[src/rtl/ahb_master_if_if.sv]
// Command, data-stream and AHB-Lite signal bundle for ahb_master_if.
// master: the initiator's view; slave: the command source and bus slave's view.
interface ahb_master_if_if #(
   parameter int LEN_W = 5
);
   logic             cmd_valid;
   logic             cmd_ready;
   logic             cmd_write;
   logic [31:0]      cmd_addr;
   logic [2:0]       cmd_size;
   logic [LEN_W-1:0] cmd_len;
   logic [31:0]      wdata;
   logic             wdata_ready;
   logic [31:0]      rdata;
   logic             rdata_valid;
   logic             done;
   logic             err;
   logic [31:0]      haddr;
   logic [1:0]       htrans;
   logic             hwrite;
   logic [2:0]       hsize;
   logic [2:0]       hburst;
   logic [31:0]      hwdata;
   logic [31:0]      hrdata;
   logic             hready;
   logic [1:0]       hresp;

   modport master (
      input  cmd_valid, cmd_write, cmd_addr, cmd_size, cmd_len,
      input  wdata, hrdata, hready, hresp,
      output cmd_ready, wdata_ready, rdata, rdata_valid, done, err,
      output haddr, htrans, hwrite, hsize, hburst, hwdata
   );

   modport slave (
      output cmd_valid, cmd_write, cmd_addr, cmd_size, cmd_len,
      output wdata, hrdata, hready, hresp,
      input  cmd_ready, wdata_ready, rdata, rdata_valid, done, err,
      input  haddr, htrans, hwrite, hsize, hburst, hwdata
   );
endinterface

[src/rtl/ahb_master_if.sv]
// AHB-Lite initiator: one command becomes a SINGLE/INCR burst.
// Handles hready wait states and two-cycle ERROR responses.
module ahb_master_if #(
   parameter int MAX_LEN = 16,
   parameter int LEN_W   = 5
) (
   input logic hclk,
   input logic hreset,
   ahb_master_if_if.master bus
);

   typedef enum logic [2:0] {
      S_IDLE, S_ADDR, S_BURST, S_LAST, S_ABORT
   } state_t;

   localparam logic [1:0] TR_IDLE   = 2'b00;
   localparam logic [1:0] TR_NONSEQ = 2'b10;
   localparam logic [1:0] TR_SEQ    = 2'b11;
   localparam logic [1:0] RESP_OKAY = 2'b00;
   localparam logic [1:0] RESP_ERR  = 2'b01;

   state_t           state_q, state_d;
   logic [LEN_W-1:0] left_q, left_d;
   logic [31:0]      haddr_q, haddr_d;
   logic [1:0]       htrans_q, htrans_d;
   logic             hwrite_q, hwrite_d;
   logic [2:0]       hsize_q, hsize_d;
   logic [2:0]       hburst_q, hburst_d;
   logic             done_q, done_d;
   logic             err_q, err_d;
   logic             rej_q, rej_d;
   logic             take;
   logic             bad_cmd;
   logic             misal;
   logic [11:0]      span;
   logic [2:0]       burst_code;
   logic             dphase;

   // validate the offered command and pick its burst encoding
   always_comb begin
      span = 12'(bus.cmd_addr[9:0]) + (12'(bus.cmd_len) << bus.cmd_size);
      misal = ((bus.cmd_size == 3'd1) && bus.cmd_addr[0]) ||
              ((bus.cmd_size == 3'd2) && (bus.cmd_addr[1:0] != 2'b00));
      bad_cmd = (bus.cmd_len == '0) ||
                (int'(bus.cmd_len) > MAX_LEN) ||
                (bus.cmd_size > 3'd2) ||
                misal ||
                (span > 12'd1024);
      case (bus.cmd_len)
         LEN_W'(1):  burst_code = 3'b000;
         LEN_W'(4):  burst_code = 3'b011;
         LEN_W'(8):  burst_code = 3'b101;
         LEN_W'(16): burst_code = 3'b111;
         default:    burst_code = 3'b001;
      endcase
   end

   // next-state and next register values for the burst sequencer
   always_comb begin
      state_d  = state_q;
      left_d   = left_q;
      haddr_d  = haddr_q;
      htrans_d = htrans_q;
      hwrite_d = hwrite_q;
      hsize_d  = hsize_q;
      hburst_d = hburst_q;
      done_d   = 1'b0;
      err_d    = 1'b0;
      rej_d    = 1'b0;
      take     = 1'b0;
      unique case (state_q)
         S_IDLE: begin
            if (bus.cmd_valid && !rej_q) begin
               if (bad_cmd) begin
                  done_d = 1'b1;
                  err_d  = 1'b1;
                  rej_d  = 1'b1;
               end else begin
                  state_d  = S_ADDR;
                  left_d   = bus.cmd_len;
                  haddr_d  = bus.cmd_addr;
                  htrans_d = TR_NONSEQ;
                  hwrite_d = bus.cmd_write;
                  hsize_d  = bus.cmd_size;
                  hburst_d = burst_code;
               end
            end
         end
         S_ADDR: take = bus.hready;
         S_BURST, S_LAST: begin
            if (!bus.hready && (bus.hresp == RESP_ERR)) begin
               state_d  = S_ABORT;
               htrans_d = TR_IDLE;
            end else if (bus.hready) begin
               if (state_q == S_LAST) begin
                  state_d = S_IDLE;
                  done_d  = 1'b1;
               end else begin
                  take = 1'b1;
               end
            end
         end
         S_ABORT: begin
            if (bus.hready) begin
               state_d = S_IDLE;
               done_d  = 1'b1;
               err_d   = 1'b1;
            end
         end
         default: state_d = S_IDLE;
      endcase
      if (take) begin
         left_d  = left_q - LEN_W'(1);
         haddr_d = haddr_q + (32'd1 << hsize_q);
         if (left_q == LEN_W'(1)) begin
            state_d  = S_LAST;
            htrans_d = TR_IDLE;
         end else begin
            state_d  = S_BURST;
            htrans_d = TR_SEQ;
         end
      end
   end

   // state and bus registers, synchronous reset
   always_ff @(posedge hclk) begin
      if (hreset) begin
         state_q  <= S_IDLE;
         left_q   <= '0;
         haddr_q  <= '0;
         htrans_q <= TR_IDLE;
         hwrite_q <= 1'b0;
         hsize_q  <= '0;
         hburst_q <= '0;
         done_q   <= 1'b0;
         err_q    <= 1'b0;
         rej_q    <= 1'b0;
      end else begin
         state_q  <= state_d;
         left_q   <= left_d;
         haddr_q  <= haddr_d;
         htrans_q <= htrans_d;
         hwrite_q <= hwrite_d;
         hsize_q  <= hsize_d;
         hburst_q <= hburst_d;
         done_q   <= done_d;
         err_q    <= err_d;
         rej_q    <= rej_d;
      end
   end

   assign dphase = (state_q == S_BURST) || (state_q == S_LAST);

   assign bus.cmd_ready   = (state_q == S_IDLE) && !rej_q;
   assign bus.haddr       = haddr_q;
   assign bus.htrans      = htrans_q;
   assign bus.hwrite      = hwrite_q;
   assign bus.hsize       = hsize_q;
   assign bus.hburst      = hburst_q;
   assign bus.done        = done_q;
   assign bus.err         = err_q;
   assign bus.hwdata      = (dphase && hwrite_q) ? bus.wdata : 32'd0;
   assign bus.wdata_ready = dphase && hwrite_q && bus.hready;
   assign bus.rdata       = bus.hrdata;
   assign bus.rdata_valid = dphase && !hwrite_q && bus.hready &&
                            (bus.hresp == RESP_OKAY);

endmodule
[src/flat_wrapper.sv]
// flat-port wrapper written by rule: the top's interface ports become plain ports
module ahb_master_if_flat 
#(
   parameter int MAX_LEN = 16,
   parameter int LEN_W   = 5
)
  (hclk, hreset, bus_cmd_valid, bus_cmd_write, bus_cmd_addr, bus_cmd_size, bus_cmd_len, bus_wdata, bus_hrdata, bus_hready, bus_hresp, bus_cmd_ready, bus_wdata_ready, bus_rdata, bus_rdata_valid, bus_done, bus_err, bus_haddr, bus_htrans, bus_hwrite, bus_hsize, bus_hburst, bus_hwdata);
  ahb_master_if_if #(.LEN_W(LEN_W)) bus_i ();
  input logic hclk;
  input logic hreset;
  input wire logic [$bits(bus_i.cmd_valid)-1:0] bus_cmd_valid;
  input wire logic [$bits(bus_i.cmd_write)-1:0] bus_cmd_write;
  input wire logic [$bits(bus_i.cmd_addr)-1:0] bus_cmd_addr;
  input wire logic [$bits(bus_i.cmd_size)-1:0] bus_cmd_size;
  input wire logic [$bits(bus_i.cmd_len)-1:0] bus_cmd_len;
  input wire logic [$bits(bus_i.wdata)-1:0] bus_wdata;
  input wire logic [$bits(bus_i.hrdata)-1:0] bus_hrdata;
  input wire logic [$bits(bus_i.hready)-1:0] bus_hready;
  input wire logic [$bits(bus_i.hresp)-1:0] bus_hresp;
  output wire logic [$bits(bus_i.cmd_ready)-1:0] bus_cmd_ready;
  output wire logic [$bits(bus_i.wdata_ready)-1:0] bus_wdata_ready;
  output wire logic [$bits(bus_i.rdata)-1:0] bus_rdata;
  output wire logic [$bits(bus_i.rdata_valid)-1:0] bus_rdata_valid;
  output wire logic [$bits(bus_i.done)-1:0] bus_done;
  output wire logic [$bits(bus_i.err)-1:0] bus_err;
  output wire logic [$bits(bus_i.haddr)-1:0] bus_haddr;
  output wire logic [$bits(bus_i.htrans)-1:0] bus_htrans;
  output wire logic [$bits(bus_i.hwrite)-1:0] bus_hwrite;
  output wire logic [$bits(bus_i.hsize)-1:0] bus_hsize;
  output wire logic [$bits(bus_i.hburst)-1:0] bus_hburst;
  output wire logic [$bits(bus_i.hwdata)-1:0] bus_hwdata;
  assign bus_i.cmd_valid = bus_cmd_valid;
  assign bus_i.cmd_write = bus_cmd_write;
  assign bus_i.cmd_addr = bus_cmd_addr;
  assign bus_i.cmd_size = bus_cmd_size;
  assign bus_i.cmd_len = bus_cmd_len;
  assign bus_i.wdata = bus_wdata;
  assign bus_i.hrdata = bus_hrdata;
  assign bus_i.hready = bus_hready;
  assign bus_i.hresp = bus_hresp;
  assign bus_cmd_ready = bus_i.cmd_ready;
  assign bus_wdata_ready = bus_i.wdata_ready;
  assign bus_rdata = bus_i.rdata;
  assign bus_rdata_valid = bus_i.rdata_valid;
  assign bus_done = bus_i.done;
  assign bus_err = bus_i.err;
  assign bus_haddr = bus_i.haddr;
  assign bus_htrans = bus_i.htrans;
  assign bus_hwrite = bus_i.hwrite;
  assign bus_hsize = bus_i.hsize;
  assign bus_hburst = bus_i.hburst;
  assign bus_hwdata = bus_i.hwdata;
  ahb_master_if #(.MAX_LEN(MAX_LEN), .LEN_W(LEN_W)) u_core (.hclk(hclk), .hreset(hreset), .bus(bus_i));
endmodule
[config.mk]
export PLATFORM = sky130hd
export DESIGN_NAME = ahb_master_if_flat
export DESIGN_NICKNAME = d
export VERILOG_FILES = /design/src/rtl/ahb_master_if_if.sv /design/src/rtl/ahb_master_if.sv /design/src/flat_wrapper.sv
export SDC_FILE = /design/constraint.sdc
export NUM_CORES = 1
export LEC_CHECK = 0
export ABC_AREA = 1
export BUFFER_PORTS_ARGS = -buffer_cell sky130_fd_sc_hd__buf_2
export CAP_MARGIN = 20
export CORE_ASPECT_RATIO = 2
export CORE_MARGIN = 2
export CORE_UTILIZATION = 49
export CTS_CLUSTER_SIZE = 14
export DETAILED_ROUTE_END_ITERATION = 10
export HOLD_SLACK_MARGIN = 0.03
export PLACE_DENSITY_LB_ADDON = 0.25
export RECOVER_POWER = 25
export SLEW_MARGIN = 25
export SYNTH_ARGS = -nofsm -noshare
export SYNTH_HDL_FRONTEND = slang
export SYNTH_SLANG_ARGS = --single-unit
[constraint.sdc]
create_clock -name hclk -period 3.4 [get_ports hclk]
set_input_delay 0.51 -clock hclk [delete_from_list [all_inputs] [get_ports hclk]]
set_output_delay 0.51 -clock hclk [all_outputs]
set_load 0.05 [all_outputs]
; ---- Yosys cells after proc, flatten, opt, wreduce, memory -nomap -nowiden
; Index checks and enable logic that the tools add are counted.
[word_totals]
reg_bits = 52
[classes]
n_eq_ne = 20
reduce_logical = 32
n_lt_le_gt_ge = 3
bitwise_logic = 2
add_sub_neg = 3
n_mux = 37
n_shift = 2
[ops]
columns = op, n
row1 = 32-bit two-way mux, 5
row2 = 32-bit adder, 1
row3 = "1-bit by 3-bit left shift with 32-bit output, first input constant", 1
row4 = 3-bit case mux with 4 select lines, 2
row5 = 3-bit two-way mux, 7
row6 = 5-bit two-way mux, 4
row7 = 10-bit by 12-bit adder with 12-bit output, 1
row8 = "12-bit by 11-bit > comparator with 1-bit output, second input constant", 1
row9 = 5-bit by 3-bit left shift with 12-bit output, 1
row10 = "5-bit by 1-bit == test with 1-bit output, second input constant", 2
row11 = 1-bit logical AND, 10
row12 = 1-bit two-way mux, 10
row13 = 2-bit two-way mux, 5
row14 = "3-bit by 2-bit == test with 1-bit output, second input constant", 3
row15 = "3-bit by 1-bit == test with 1-bit output, second input constant", 2
row16 = 1-bit logical OR, 6
row17 = "3-bit by 1-bit != test with 1-bit output, second input constant", 2
row18 = "3-bit by 2-bit != test with 1-bit output, second input constant", 2
row19 = 3-bit AND reduction, 2
row20 = 6-bit AND reduction, 1
row21 = 2-bit nonzero test, 3
row22 = "5-bit by 3-bit == test with 1-bit output, second input constant", 1
row23 = "5-bit by 4-bit == test with 1-bit output, second input constant", 1
row24 = "5-bit == test, second input constant", 1
row25 = 19 further kinds, 25

; ---- Longest topological paths before layout
; Gate-level depths: netlist of run 1.
[logic_depth]
depth_word = 9
depth_mapped = 25

; ---- Worst setup path after synthesis of run 1
; OpenSTA, ideal clock, no wires.
[synth_timing]
kind = input-to-reg
start = in bus_cmd_size[0]
end = reg u_core.haddr_q[16] (netlist: u_core.bus.haddr[16])
t_arrival_ns = 2.847
path_slack_ns = 0.437
stages = 21
required_time_ns = 3.284
n_path_buf = 2
setup_time_ns = 0.116
cell_sequence = clkbuf_1 > o21ai_0 > nand2_1 > nor2_1 > inv_1 > fa_1 > inv_1 > nand3_1 > nand3_1 > nand2_1 > nor2_1 > nand2_1 > nor2_1 > nand3_1 > nand2_2 > nand3_4 > nand2_8 > inv_4 > buf_6 > nor2_1 > nor2_1
[synth_via]
elab_chain_len = 7
[synth_rtl]
columns = item, line
row1 = "start, declared", flat_wrapper.sv:14  ; input wire logic [$bits(bus_i.cmd_size)-1:0] bus_cmd_size;
row2 = "parallel branches: the longest is 4 deep, another holds 10-bit by 12-bit adder with 12-bit output", -
row3 = 1-bit logical OR *, ahb_master_if.sv:47  ; misal ||
row4 = 2-bit by 1-bit != test with 1-bit output (no source line) *, -
row5 = 3-bit AND reduction (no source line) *, -
row6 = "end signal, assigned", ahb_master_if.sv:141  ; haddr_q <= haddr_d;
row7 = "end, declared", ahb_master_if.sv:24  ; logic [31:0] haddr_q, haddr_d;
; Mark *: on every way between the ends.
; A chain may end at the register's enable or synchronous reset.

; ---- Worst setup path after layout of run 1
[layout_timing]
start = in bus_cmd_size[0]
end = reg u_core.haddr_q[15] (netlist: u_core.bus.haddr[15])
; The elaborated chain is that of the path after synthesis.

==> results by group, run 1 <==
Layout
  • NumNets Final: roughly 1.1k
  • Design area: 0.00587 mm²
  • Multi-input logic area: between 0.002 and 0.003 mm²
  • Fillers: 1,038
  • N_diodes: 0
  • Final Non-Filler Cells: ~1.1k
  • Layout cell share with drive strength beyond 1: 0.213
  • FF/Latch Area: ~0.0010 mm²
  • Fin util: 0.605
  • Commonest non-fill, non-tap cell in the layout: nand2_1
  • Commonest cells after routing, fill and taps aside: nand2_1, buf_2, nor2_1
  • Area grow syn2layout: 19.8%

Hold path
  • Hold Path Cell Cnt: 2
  • Hold worst-path end: u_core.bus.hburst[2]
  • Hold Startpoint: u_core.bus.hburst[2]
  • Worst Hold Class: reg2reg

Synth
  • Synthesized flop and latch total: 52
  • Post-synthesis sequential area ratio: 0.213
  • Yosys warns: 0
  • Yosys cell types: between 40 and 50
  • Syn_nets: around 980
  • Synthesized area: a little under 0.005 mm²
  • Mapped Cells: 843
  • Post-Syn Area per Cell: about 5.8 µm²

STA
  • Final Hold Fails: 0
  • Worst-Margin Slew: about 0.63 ns
  • Setup_tns: 0 ns
  • Setup violations, final: 0
  • Fmax: 0.320 GHz
  • Pins Over Slew Limit: 0
  • RSZ-0062 raised after global routing: false
  • Final Skew: between 0.008 and 0.009 ns
  • Slew HR: 0.582
  • Fin crit share: 0.920
  • Tmin final: 3.13 ns

CTS
  • H-tree lvl count: 2
  • Clk Latency, worst-skew pair: approximately 0.30 ns
  • Total CTS buffers: 5
  • Clock Pin Slew Worst Setup and Hold Paths: ~0.080 ns
  • Clock tree buffer depth: 2
  • CTS tree: yes
  • TritonCTS sink count: 52
  • Root Buffer: clkbuf_16

Die
  • Initial Util: 0.505
  • Die H: between 100 and 150 µm
  • Top Ports: 221
  • Die width: between 70 and 80 µm
  • Die ar.: ~0.011 mm²
  • Site Rows: 51
  • Core Box Area: about 0.0097 mm²

Route
  • # DRC: 0
  • Post-detailed-route count of antenna-violating nets: 0
  • Via count: 5,801
  • Drt first pass iters: 5
  • Wire length per cell: 14.3 µm
  • Drt total wl: ~16,000 µm
  • Routed vias/inst: about 5.2
  • DR iter-0 viols: 269

Setup path
  • Element type at the critical path end: register
  • Critical Path Start Type: input port
  • R2r setup slk: about 0.48 ns
  • Worst EP required: 3.64 ns
  • Setup CP Type: in2reg
  • CP max FO: 12
  • Slowest-stage cell, CP: ha_1
  • Arr. time, crit path: 3.36 ns
  • Critical R2R Capture: u_core.bus.haddr[24]
  • R2r startpoint: u_core.bus.hsize[0]
  • Crit-path cells: buf_2 -> o21ai_0 -> nor2_1 -> a31oi_1 -> o21ai_0 -> ha_1 -> nand2_1 -> inv_1 -> a21oi_1 -> nand3_1 -> nand2_1 -> nand2_1 -> nor2_1 -> nand3_1 -> nand2_2 -> nand3_4 -> nand2_8 -> buf_6 -> o21ai_1 -> nor2_1
  • Reg2Reg Depth: 15
  • CP max stage delay: ~0.38 ns

Global route
  • Gr usage total: 0.294
  • First-pass GRT wire length: 25,500 µm
  • Grt ovf: 0
  • Vias in the first global route: about 5.7k
  • Largest net degree at the start of global routing: 34
  • Initial antenna violation count: 0

Power
  • Lkg Pwr: between 3 and 4 nW
  • Power, Total: roughly 2 mW
  • VDD IR max: just over 0.0002 V
  • Pwr/cell area: between 300 and 400 mW/mm²

Placed design
  • Placed Instances: around 1.1k
  • GP Congestion: roughly 1
  • Post-DP HPWL: around 13,000 µm
  • Area post-placement: approximately 0.0057 mm²
  • I/O Buffers: roughly 160

Run
  • Max cap viols: 0

Run status
  • Status: finished clean
[how the worst max path moves through the flow]
stage	start	slack (ns)	depth (start not counted)	end
2_1_floorplan	bus_cmd_size[0]	0.44	21	u_core.bus.haddr[16]
3_3_place_gp	bus_cmd_len[2]	-0.11	21	u_core.bus.hsize[1]
6_report	bus_cmd_size[0]	0.27	20	u_core.bus.haddr[15]
5_1_grt	bus_cmd_len[2]	0.02	23	u_core.bus.haddr[0]
4_1_cts	bus_cmd_size[0]	0.24	18	u_core.bus.hsize[1]
3_5_place_dp	bus_cmd_size[0]	-0.07	18	u_core.bus.hsize[1]
[where the power goes]
group          total [mW]  internal [mW]  switching (mW)
combinational       0.779          0.249           0.530
sequential          0.730          0.664          0.0654
clock               0.540          0.280           0.259
[Yosys cell counts, drive strengths merged]
library cell	instances	share of area
o21bai	1	0.0015
a22oi	1	0.0015
ha	20	0.051
a31oi	5	0.0064
nand3	64	0.068
o21a	4	0.0061
buf	43	0.066
dfxtp	52	0.21
nand2	184	0.14
mux2i	2	0.0041
a21oi	43	0.046
o21ai	62	0.063
nor4	3	0.0038
or2	4	0.0051
a21o	1	0.0015
nor2	147	0.11
o31ai	2	0.0031
a211oi	1	0.0015
fa	2	0.0082
nand4	20	0.026
xor2	8	0.014
nor3	22	0.027
clkinv	2	0.0015
xnor2	3	0.0054
inv	126	0.097
nand3b	3	0.0046
o211ai	2	0.0031
clkbuf	15	0.012
nor3b	1	0.0015
[state kept, by name (all words and copies together) (netlist names), 2 cells and up]
signal / flops
u_core.bus.haddr: 32
u_core.left_q: 5
u_core.bus.hburst: 3
u_core.bus.hsize: 3
u_core.state_q: 3
u_core.bus.htrans: 2
[final cells by class]
class / instances / share of cell area
multi-input combinational: 605 / 0.511
tap: 132 / 0.0282
sequential: 52 / 0.177
inverter: 128 / 0.0823
clock buffer: 5 / 0.0213
clock inverter: 3 / 0.00469
timing repair buffer: 188 / 0.175
[cells by family (layout without fill, tap and decap cells)]
kind of cell               after synthesis  count (layout)  synth area share
buffers and inverters                  186             324             0.176
adders and majority gates               22              22            0.0593
DFF                                     52              52             0.213
and+or+nand+nor                        448             448             0.393
AOI/OAI and AO/OA                      122             122             0.134
xor gates and xnor gates                11              11            0.0197
muxes                                    2               2           0.00409
[critical path: cells and delay by family]
| family | cells | cell delay [ns] |
|---|---|---|
| and+or+nand+nor | 11 | 1.23 |
| adders and majority gates | 1 | 0.38 |
| AOI/OAI and AO/OA | 5 | 0.86 |
| buffers and inverters | 3 | 0.37 |
[metrics by stage]
step                      hold WS (ns)  setup slack (ns)
final                            0.477             0.272
after global routing             0.493            0.0154
after CTS                        0.477             0.237
after detailed placement         0.466           -0.0720
after global placement           0.443            -0.113
after floorplan                  0.470             0.437
[routing by layer]
metal | global-route usage | vias to the layer above | routed length [µm]
met3 | 0.0381 | 72 | 901
met4 | 0.170 | 0 | 953
met5 | 0 | - | 0
li1 | - | 2936 | -
met2 | 0.543 | 232 | 8360
met1 | 0.295 | 2561 | 5670
[repair_timing]
action                                  4_1_cts  5_1_grt
hold buffers                                  0        0
setup buffers                                 0        4
endpoints found under the setup margin        0       20
gates resized for setup                       0        4
Power figures use the tool's default switching activity.
==> run 2: changes to the inputs <==
--- a/config.mk
+++ b/config.mk
@@ -6,13 +6,13 @@
 export NUM_CORES = 1
 export LEC_CHECK = 0
 export ABC_AREA = 1
-export BUFFER_PORTS_ARGS = -buffer_cell sky130_fd_sc_hd__buf_2
 export CAP_MARGIN = 20
 export CORE_ASPECT_RATIO = 2
 export CORE_MARGIN = 2
-export CORE_UTILIZATION = 49
+export CORE_UTILIZATION = 54
 export CTS_CLUSTER_SIZE = 14
 export DETAILED_ROUTE_END_ITERATION = 10
+export DONT_BUFFER_PORTS = 1
 export HOLD_SLACK_MARGIN = 0.03
 export PLACE_DENSITY_LB_ADDON = 0.25
 export RECOVER_POWER = 25
==> run 2 against run 1 <==
Compared with the run above:
- combinational power fell by 27%
- core utilization fell by 1.4 points
- critical path depth decreased by 6
- clock skew is 0.0018 ns lower
- global-route usage is 2.5 points higher
- die area down 8.9%
- critical endpoint is now u_core.bus.haddr[22]
- sequential power grew 12%
- sequential cell count unchanged
- first-iteration DRC count up 20%
- largest power group is now sequential cells
==> results by group, run 2 (synthesis gave the netlist of run 1 again) <==
Route
  • Drt total wl: about 16,000 µm
  • # DRC: 0
  • Via count: around 5.5k
  • Post-detailed-route count of antenna-violating nets: 0
  • Routed vias/inst: roughly 5.8
  • Wire length per cell: 16.4 µm
  • DR iter-0 viols: roughly 320
  • Drt first pass iters: 5

Global route
  • Largest net degree at the start of global routing: 38
  • Met1 Use GR: 0.313
  • Vias in the first global route: roughly 5.4k
  • GR Layer Usage met3: 0.0763
  • Gr usage total: 0.319
  • Grt ovf: 0
  • Initial antenna violation count: 1
  • Grt peak-use layer: met2
  • GRT met2 Usage: 0.599
  • First-pass GRT wire length: approximately 25,000 µm

Run status
  • Status: finished clean

Setup path
  • Slowest-stage cell, CP: dfxtp_1
  • Setup CP Type: reg2reg
  • CP max FO: 9
  • Critical Path Start Type: register
  • Arr. time, crit path: around 3.3 ns
  • CP max stage delay: 0.45 ns
  • Element type at the critical path end: register
  • Worst EP required: 3.58 ns
  • CP most frequent cell: inv_1
  • Crit-path cells: inv_1 -> nor3_1 -> inv_1 -> fa_1 -> inv_1 -> nand3_1 -> nand2_1 -> nand3_1 -> a21oi_4 -> nand4_1 -> nor2_1 -> a21oi_1 -> o21ai_0 -> a21oi_1

Layout
  • Fin util: 0.591
  • Fillers: about 900
  • Max FFs per register: 32
  • Area grow syn2layout: 7.29%
  • Final Non-Filler Cells: roughly 960
  • Layout cell share with drive strength beyond 1: 0.0939
  • Commonest non-fill, non-tap cell in the layout: nand2_1
  • NumNets Final: approximately 1,000
  • Commonest cells after routing, fill and taps aside: nand2_1, nor2_1, inv_1
  • Design area: 0.00525 mm²

Power
  • Clock power share: 0.308
  • Sw Pwr: between 0.7 and 0.8 mW
  • Flop pwr share: 0.407
  • Pwr/cell area: 382 mW/mm²
  • Power Internal: 1.21 mW
  • Switching share of power: 0.397
  • VDD IR max: 0.000254 V
  • Comb power frac: 0.285
  • Power, Total: 2.01 mW
  • Lkg Pwr: 2.67 nW

Die
  • Die H: between 100 and 150 µm
  • Die ar.: about 0.01 mm²
  • Site Rows: 49
  • Core Box Area: approximately 0.0089 mm²
  • Initial Util: 0.551
  • Top Ports: between 200 and 250
  • Die width: 71.3 µm

STA
  • Tmin final: 3.08 ns
  • Pins Over Slew Limit: 0
  • Setup_tns: 0 ns
  • Worst-Margin Slew: 0.910 ns
  • Fin crit share: 0.906
  • RSZ-0062 raised after global routing: false
  • Setup violations, final: 0
  • Final Skew: just over 0.007 ns
  • Hold slack: roughly 0.27 ns
  • Final worst-path setup slack: approximately 0.32 ns
  • Final Hold Fails: 0
  • Slew HR: 0.390
  • Fmax: ~0.32 GHz

CTS
  • Total CTS buffers: 5
  • Clock Pin Slew Worst Setup and Hold Paths: 0.07 ns
  • Root Buffer: clkbuf_16
  • Clock tree buffer depth: 2
  • TritonCTS sink count: 52
  • Clk Latency, worst-skew pair: ~0.3 ns
  • CTS tree: yes
  • H-tree lvl count: 2

Run
  • Max cap viols: 0

Hold path
  • Worst Hold Class: in2reg

Placed design
  • Area post-placement: approximately 0.0051 mm²
  • I/O Buffers: 0
  • GP Congestion: ~1
  • Pre-CTS worst setup slack: -0.0676 ns
  • Post-DP HPWL: between 10,000 and 15,000 µm
  • Placed Instances: approximately 950
==> run 2: final cells by class <==
type                            count  area [µm²]  area share
Multi-Input combinational cell    605        3000       0.572
Sequential cell                    52        1040       0.198
Inverter                          128         483      0.0920
Timing Repair Buffer               59         417      0.0793
Clock buffer                        6         139      0.0264
Tap cell                          102         128      0.0243
Clock inverter                      2        38.8     0.00739
Antenna cell                        1        2.50    0.000477
==> run 2: power by group through the flow <==
stage | Sequential (mW) | Combinational [mW] | Clock, mW
after floorplan | 0.879 | 0.499 | 0
after CTS | 0.816 | 0.578 | 0.620
after global routing | 0.823 | 0.648 | 0.647
final | 0.817 | 0.572 | 0.619
after global placement | 0.829 | 0.567 | 0
after detailed placement | 0.830 | 0.576 | 0
==> run 2: timing repair <==
| action | CTS | global route |
|---|---|---|
| hold buffers | 0 | 0 |
| gates resized for setup | 0 | 2 |
| setup endpoints to repair | 0 | 4 |
| setup buffers | 0 | 1 |
==> run 2: path summary, 6_finish.rpt <==
| check | cells after the start | end | start | slack, ns |
|---|---|---|---|---|
| setup / recovery | 14 | u_core.bus.haddr[22] | u_core.bus.hsize[0] | 0.32 |
| hold / removal | 1 | u_core.rej_q | hreset | 0.27 |
| setup reg to reg | 14 | u_core.bus.haddr[22] | u_core.bus.hsize[0] | 0.32 |
| hold reg to reg | 2 | u_core.left_q[4] | u_core.left_q[4] | 0.50 |
==> run 2: layer usage <==
metal  share of wire  routed length (µm)
met5               0                   0
met4           0.038                 597
met3           0.070                1100
met2            0.54                8480
met1            0.35                5530
==> run 2: critical path, delay by kind of cell (launching register included) <==
kind                       cells  cell delay (ns)
AOI/OAI and AO/OA              4             0.58
buffers and inverters          3             0.36
DFF                            1             0.45
adders and majority gates      1             0.39
and+or+nand+nor                6             1.17
